==> config.mk <==
export PLATFORM = sky130hd
export DESIGN_NAME = brecv_fsm_flat
export DESIGN_NICKNAME = d
export VERILOG_FILES = /design/src/rtl/brecv_pkg.sv /design/src/rtl/brecv_if.sv /design/src/rtl/bit_sync.sv /design/src/rtl/brecv_fsm.sv /design/src/flat_wrapper.sv
export SDC_FILE = /design/constraint.sdc
export NUM_CORES = 1
export LEC_CHECK = 0
export CORE_MARGIN = 4
export CORE_UTILIZATION = 30
export CTS_CLUSTER_DIAMETER = 200
export DETAILED_ROUTE_END_ITERATION = 7
export DONT_BUFFER_PORTS = 1
export GPL_TIMING_DRIVEN = 0
export PLACE_DENSITY = 0.44
export SKIP_CTS_REPAIR_TIMING = 1
export SLEW_MARGIN = 30
export SYNTH_ARGS = -nofsm -noshare
export SYNTH_HDL_FRONTEND = slang
export SYNTH_HIERARCHICAL = 1
export SYNTH_SLANG_ARGS = --single-unit
==> constraint.sdc <==
create_clock -name bclk -period 2.5 [get_ports bclk]
set_clock_uncertainty 0.2 [all_clocks]
set_input_delay 0.5 -clock bclk [delete_from_list [all_inputs] [get_ports bclk]]
set_output_delay 0.5 -clock bclk [all_outputs]
set_load 0.02 [all_outputs]
==> src/rtl/brecv_pkg.sv <==
// Shared definitions for the receive side of the 4-phase req/ack CDC handshake.
//   - receive FSM state encoding (2 bits: IDLE, VALID, ACK; encoding 3 unused)
//   - legal range for the areq synchroniser depth
package brecv_pkg;

  localparam int STATE_W = 2;

  localparam logic [STATE_W-1:0] IDLE  = 2'd0;
  localparam logic [STATE_W-1:0] VALID = 2'd1;
  localparam logic [STATE_W-1:0] ACK   = 2'd2;

  typedef enum logic [STATE_W-1:0] {
    ST_IDLE  = IDLE,
    ST_VALID = VALID,
    ST_ACK   = ACK
  } state_t;

  // Fewer than two flops gives no metastability margin. More than three only adds latency.
  localparam int SYNC_STAGES_MIN = 2;
  localparam int SYNC_STAGES_MAX = 3;

endpackage

==> src/rtl/brecv_if.sv <==
// Bundles the handshake signals of the receive FSM.
//   areq/adata : request level and data word from the source domain
//   back       : acknowledge level returned to the source domain
//   bdata/bvalid/bready : downstream valid/ready word interface
//   bbusy      : receiver is not idle
// Modports:
//   master : source + downstream side (drives areq, adata, bready)
//   slave  : the receive FSM (drives back, bdata, bvalid, bbusy)
interface brecv_if #(
  parameter int DW = 8
);
  logic          areq;
  logic [DW-1:0] adata;
  logic          back;
  logic [DW-1:0] bdata;
  logic          bvalid;
  logic          bready;
  logic          bbusy;

  modport master (
    output areq, adata, bready,
    input  back, bdata, bvalid, bbusy
  );

  modport slave (
    input  areq, adata, bready,
    output back, bdata, bvalid, bbusy
  );
endinterface

==> src/rtl/bit_sync.sv <==
// Single-bit level synchroniser. It is a STAGES-deep flop chain in the clk domain.
// Ports:
//   clk : destination clock
//   rst : synchronous active-high reset; clears every stage
//   i_d : asynchronous input level
//   o_q : synchronised level (last stage of the chain)
module bit_sync #(
  parameter int STAGES = 2
) (
  input  logic clk,
  input  logic rst,
  input  logic i_d,
  output logic o_q
);

  logic [STAGES-1:0] r_sync;

  always_ff @(posedge clk) begin
    if (rst) begin
      r_sync <= '0;
    end else begin
      r_sync <= {r_sync[STAGES-2:0], i_d};
    end
  end

  assign o_q = r_sync[STAGES-1];

endmodule

==> src/rtl/brecv_fsm.sv <==
// Destination-domain receive FSM of the 4-phase req/ack handshake.
// areq is synchronised into bclk. On a new request adata is captured and offered
// downstream with valid/ready. Once downstream accepts the word, back is raised. It is
// held high until the synchronised request drops. Each 4-phase cycle delivers one word.
// Ports:
//   bclk : destination clock (only clock of this block)
//   brst : synchronous active-high reset
//   bus  : brecv_if slave modport
//          in : areq, adata, bready
//          out: back, bdata, bvalid, bbusy (all straight from flops)
module brecv_fsm
  import brecv_pkg::*;
#(
  parameter int DW          = 8,
  parameter int SYNC_STAGES = 2
) (
  input  logic     bclk,
  input  logic     brst,
  brecv_if.slave   bus
);

  if (SYNC_STAGES < SYNC_STAGES_MIN || SYNC_STAGES > SYNC_STAGES_MAX) begin : g_bad_sync
    $error("brecv_fsm: SYNC_STAGES must be 2 or 3");
  end

  logic          w_req_s;
  state_t        r_state;
  logic          r_back;
  logic          r_bvalid;
  logic          r_bbusy;
  logic [DW-1:0] r_bdata;

  // areq is only ever observed through this synchroniser.
  bit_sync #(
    .STAGES (SYNC_STAGES)
  ) u_req_sync (
    .clk (bclk),
    .rst (brst),
    .i_d (bus.areq),
    .o_q (w_req_s)
  );

  always_ff @(posedge bclk) begin
    if (brst) begin
      r_state  <= ST_IDLE;
      r_back   <= 1'b0;
      r_bvalid <= 1'b0;
      r_bbusy  <= 1'b0;
      r_bdata  <= '0;
    end else begin
      case (r_state)
        ST_IDLE: begin
          // adata is guaranteed stable once the request is visible here.
          if (w_req_s) begin
            r_bdata  <= bus.adata;
            r_bvalid <= 1'b1;
            r_bbusy  <= 1'b1;
            r_state  <= ST_VALID;
          end
        end
        ST_VALID: begin
          // A request that drops early is ignored here. It is handled in ACK.
          if (r_bvalid && bus.bready) begin
            r_bvalid <= 1'b0;
            r_back   <= 1'b1;
            r_state  <= ST_ACK;
          end
        end
        ST_ACK: begin
          // A new capture requires req_s to go low first, so a held-high request is not re-captured.
          if (!w_req_s) begin
            r_back  <= 1'b0;
            r_bbusy <= 1'b0;
            r_state <= ST_IDLE;
          end
        end
        default: begin
          r_state  <= ST_IDLE;
          r_back   <= 1'b0;
          r_bvalid <= 1'b0;
          r_bbusy  <= 1'b0;
        end
      endcase
    end
  end

  assign bus.back   = r_back;
  assign bus.bvalid = r_bvalid;
  assign bus.bbusy  = r_bbusy;
  assign bus.bdata  = r_bdata;

endmodule

==> src/flat_wrapper.sv <==
// flat-port wrapper written by rule: the top's interface ports become plain ports
module brecv_fsm_flat import brecv_pkg::*;
#(
  parameter int DW          = 8,
  parameter int SYNC_STAGES = 2
)
  (bclk, brst, bus_areq, bus_adata, bus_bready, bus_back, bus_bdata, bus_bvalid, bus_bbusy);
  brecv_if #(.DW(DW)) bus_i ();
  input  logic bclk;
  input  logic brst;
  input wire logic [$bits(bus_i.areq)-1:0] bus_areq;
  input wire logic [$bits(bus_i.adata)-1:0] bus_adata;
  input wire logic [$bits(bus_i.bready)-1:0] bus_bready;
  output wire logic [$bits(bus_i.back)-1:0] bus_back;
  output wire logic [$bits(bus_i.bdata)-1:0] bus_bdata;
  output wire logic [$bits(bus_i.bvalid)-1:0] bus_bvalid;
  output wire logic [$bits(bus_i.bbusy)-1:0] bus_bbusy;
  assign bus_i.areq = bus_areq;
  assign bus_i.adata = bus_adata;
  assign bus_i.bready = bus_bready;
  assign bus_back = bus_i.back;
  assign bus_bdata = bus_i.bdata;
  assign bus_bvalid = bus_i.bvalid;
  assign bus_bbusy = bus_i.bbusy;
  brecv_fsm #(.DW(DW), .SYNC_STAGES(SYNC_STAGES)) u_core (.bclk(bclk), .brst(brst), .bus(bus_i));
endmodule
; ---- After elaboration in Yosys (flattened, before gate mapping)
; Cells that the tools add are included.
[op_classes]
n_eq_ne = 5
mux = 11
bitwise = 3
reduce_logical = 7
[ops]
columns = operator, count
row1 = 3-bit AND reduction, 4
row2 = 1-bit one-hot mux with 3 select lines, 3
row3 = 2-bit 2-to-1 mux, 3
row4 = 2-bit one-hot mux with 3 select lines, 1
row5 = 1-bit 2-to-1 mux, 4
row6 = "2-bit != test, second input constant", 2
row7 = 1-bit inverter, 3
row8 = "2-bit by 1-bit equality test with 1-bit output, second input constant", 1
row9 = "2-bit equality test, second input constant", 1
row10 = 2-bit zero test, 1
row11 = "2-bit by 1-bit != test with 1-bit output, second input constant", 1
row12 = 2-bit AND reduction, 1
row13 = 1-bit logical AND, 1
[totals]
ff_bits = 15
inputBits = 12
output_inout_bits = 11

; ---- Depth between registers and ports, before layout
[logic_depth]
word_depth = 3
ltp_mapped = 4
mapped_depth_nobuf = 3

; ---- By module
; The synthesis kept the hierarchy.
[by_module_without_submodules]
columns = module, instances, cells_each, area_each_um2, seq_area_each_um2
row1 = brecv_fsm, 1, 58, 484.2, 260.2
row2 = bit_sync, 1, 4, 52.6, 40.0

; ---- Worst setup path after synthesis
; OpenSTA, ideal clock, no wires.
[synth_timing]
path_kind = register to register
startpoint = reg u_core.r_state[0]
endpoint = reg u_core.r_bdata[1] (netlist: u_core/bus.bdata[1])
arrival_time_ns = 0.947
required_time_ns = 2.168
path_slack_ns = 1.220
path_stages_with_launch = 5
synth_period_minus_slack_ns = 1.280
cell_sequence = dfxtp_1 > or3b_1 > buf_6 > nand2_1 > a21oi_1
[synth_between]
elab_chain_len = 2
[synth_lines]
columns = element, line_no
row1 = "start, declared", brecv_fsm.sv:27  ; state_t r_state;
row2 = "start signal, assigned", brecv_fsm.sv:45  ; r_state <= ST_IDLE;
row3 = "start signal, assigned", brecv_fsm.sv:58  ; r_state <= ST_VALID;
row4 = "start signal, assigned", brecv_fsm.sv:66  ; r_state <= ST_ACK;
row5 = 2-bit zero test, brecv_fsm.sv:51  ; case (r_state)
row6 = 2-bit AND reduction (no source line), --
row7 = "end signal, assigned", brecv_fsm.sv:55  ; r_bdata <= bus.adata;
row8 = "end, declared", brecv_fsm.sv:31  ; logic [DW-1:0] r_bdata;
; Every way passes these cells.
; A chain may end at the register's enable or synchronous reset.

; ---- Final worst setup path
[layout_timing]
startpoint = reg u_core.r_bvalid (netlist: u_core/bus.bvalid)
endpoint = out bus_bvalid
[layout_lines]
columns = element, line_no
row1 = "start, declared", brecv_fsm.sv:29  ; logic r_bvalid;
row2 = "start signal, assigned", brecv_fsm.sv:47  ; r_bvalid <= 1'b0;
row3 = "start signal, assigned", brecv_fsm.sv:56  ; r_bvalid <= 1'b1;
row4 = "start signal, assigned", brecv_fsm.sv:64  ; r_bvalid <= 1'b0;
row5 = "end, declared", flat_wrapper.sv:16  ; output wire logic [$bits(bus_i.bvalid)-1:0] bus_bvalid;
; No word-level cell between the ends.

==> impl_metrics.py <==
metrics = {
    "run_status": {
        "run_status": "finished, final reports clean",
    },
    "sta": {
        "fin_crit_sh_pct": 58.3,
        "drv_slew": 0,
        "worst_slew_pin_slew_ns": 0.518,
        "setup_violations": 0,
        "maxSlewHeadroom_pct": 65.3,
        "setup_tns_ns": 0,
        "hold_ws_ns": 0.0818,
        "fin_ws_ns": 1.04,
        "min_period_ns": 1.46,
        "finalHoldViolCount": 0,
        "grt_setup_unrepaired": "false",
        "fmax_ghz": 0.686,
    },
    "final_layout": {
        "fin_nets": 79,
        "areaGrowthSynthToFinish_pct": 10.7,
        "n_antenna_cell": 0,
        "drive_gt1_share_pct": 9.09,
    },
    "synth": {
        "syn-num-nets": 74,
        "ys_types": 16,
        "synth.yosys.seq_area_share_pct": 55.9,
        "synthCells": 62,
        "yosysWarningCount": 6,
        "synth.avg_cell_area_sq_um": 8.66,
        "synth_seq_cells": 15,
        "netlist_area_sq_um": 537,
    },
    "worst_setup_path": {
        "worstSetupPathType": "flip-flop to output pin",
        "worstPathRequired_ns": 1.80,
        "cp-start-kind": "flip-flop",
        "crit_start": "u_core/bus.bvalid",
        "worstSetupEndpointType": "output pin",
        "rr_startpoint": "u_core/u_req_sync/r_sync[1]",
        "arrival_ns": 0.76,
        "crit_fanout": 4,
    },
    "cts": {
        "cts_root_buf": "clkbuf_4",
        "clkLatencyLatePin_ns": 0.27,
        "cts.htree.levels": 1,
        "path_clk_slew_ns": 0.09,
        "cts_tree": "done",
        "cts_sinks": 15,
        "cts_buffers": 3,
        "clockBufferDepth": 2,
    },
    "floorplan": {
        "dieArea_sq_mm": 0.00253,
        "initial_core_util_pct": 31.4,
        "die_x_microns": 50.3,
        "rows": 15,
        "coreArea_sq_mm": 0.00171,
        "die_h_microns": 50.3,
        "boundaryPins": 23,
    },
    "global_routing": {
        "grt_max_degree": 11,
        "antenna_found_initial": 0,
        "grt_pass1_vias": 399,
        "grt_overflow": 0,
        "grt_pass1_wl_microns": 1710,
        "grt_use_total_pct": 9.13,
    },
    "detailed_routing": {
        "first_iter_violations": 14,
        "num_vias": 407,
        "wire_per_inst_microns": 11.7,
        "drc": 0,
        "drt_wl_total_microns": 1070,
        "ant_nets": 0,
        "first_pass_iters": 4,
        "avgViaCountPerCell": 4.47,
    },
    "place": {
        "place_ws_ns": 1.13,
        "dp_hpwl_microns": 755,
        "port_buffers": 0,
        "gp_congestion": 0.677,
    },
    "min_path": {
        "hold_path.class": "input pin to flip-flop",
        "holdCritStartpoint": "brst",
    },
    "power_and_ir_drop": {
        "p_per_area_mw_per_mm2": 706,
        "ir_drop_v": 0.000261,
        "leakage_nw": 0.201,
    },
    "run": {
        "drv_cap": 0,
    },
}
==> placed cells by master (no fill, tap or decap) <==
master,instances
nand2_1,18
dfxtp_1,15
a21oi_1,12
clkbuf_4,3
o21ai_0,3
clkbuf_1,2
nand3_1,2
nor2b_1,2
inv_1,1
nand2b_1,1
and2b_2,1
nor2_1,1
o31ai_1,1
nor3_1,1
nor3b_2,1
or3b_1,1
buf_6,1
==> layer usage <==
metal / part of all wire [%] / GRT usage (%) / vias to the layer above
met4: 1.0 / 5.38 / 0
li1: - / - / 214
met2: 45 / 13.0 / 15
met1: 45 / 11.5 / 176
met5: 0 / 0 / -
met3: 9.0 / 3.56 / 2
==> sequential cells by signal (all words and copies together), names as in the netlist <==
name and count:
u_core/bus.back 1, u_core/bus.bvalid 1, u_core/bus.bbusy 1, u_core/u_req_sync/r_sync 2
u_core/bus.bdata 8, u_core/r_state 2
==> stage by stage <==
stage	utilization, %	instance area (sq um)	power, mW	instances
floorplan	-	537	0.286	62
global placement	33.3	568	0.291	87
detailed placement	33.3	568	0.292	87
CTS	34.8	594	0.429	91
global route	34.8	594	0.445	91
finish	34.8	594	0.419	91
==> Yosys cell counts (all sizes together) <==
cell type,instances,area share [%]
nand2,18,13
dfxtp,15,56
a21oi,12,11
o21ai,3,2.8
nand3,2,1.9
nor2b,2,2.3
and2b,1,1.6
buf,1,2.1
clkbuf,1,0.70
inv,1,0.70
nand2b,1,1.2
nor2,1,0.70
nor3,1,0.93
nor3b,1,2.3
o31ai,1,1.4
or3b,1,1.6
==> path summary, 6_finish.rpt <==
check,cells after the start,slack [ns],endpoint
setup / recovery,0,1.04,bus_bvalid
hold / removal,1,0.08,u_core/u_req_sync/r_sync[0]
setup reg to reg,3,1.14,u_core/bus.bdata[6]
hold reg to reg,1,0.25,u_core/u_req_sync/r_sync[1]
==> area by class of cell <==
class                           instances  area, sq um
Fill cell                             183         1110
Sequential cell                        15          300
Multi-Input combinational cell         44          218
Tap cell                               25         31.3
Clock buffer                            4         26.3
Buffer                                  2         15.0
Inverter                                1         3.75
==> kinds of logic (layout without fill, tap and decap cells) <==
logic type | Yosys count | after routing | share of synthesized area, %
compound gates | 16 | 16 | 15.4
buf+inv | 3 | 7 | 3.50
flops | 15 | 15 | 55.9
simple gates | 28 | 28 | 25.2
==> power breakdown <==
part / total (mW) / leakage [nW] / internal, mW / switching, mW
clock network: 0.134 / 0.0150 / 0.0617 / 0.0718
logic: 0.0214 / 0.0634 / 0.00954 / 0.0119
registers: 0.264 / 0.122 / 0.248 / 0.0160
total: 0.419 / 0.201 / 0.320 / 0.0997
No activity file was read; power rests on OpenSTA's default activity.
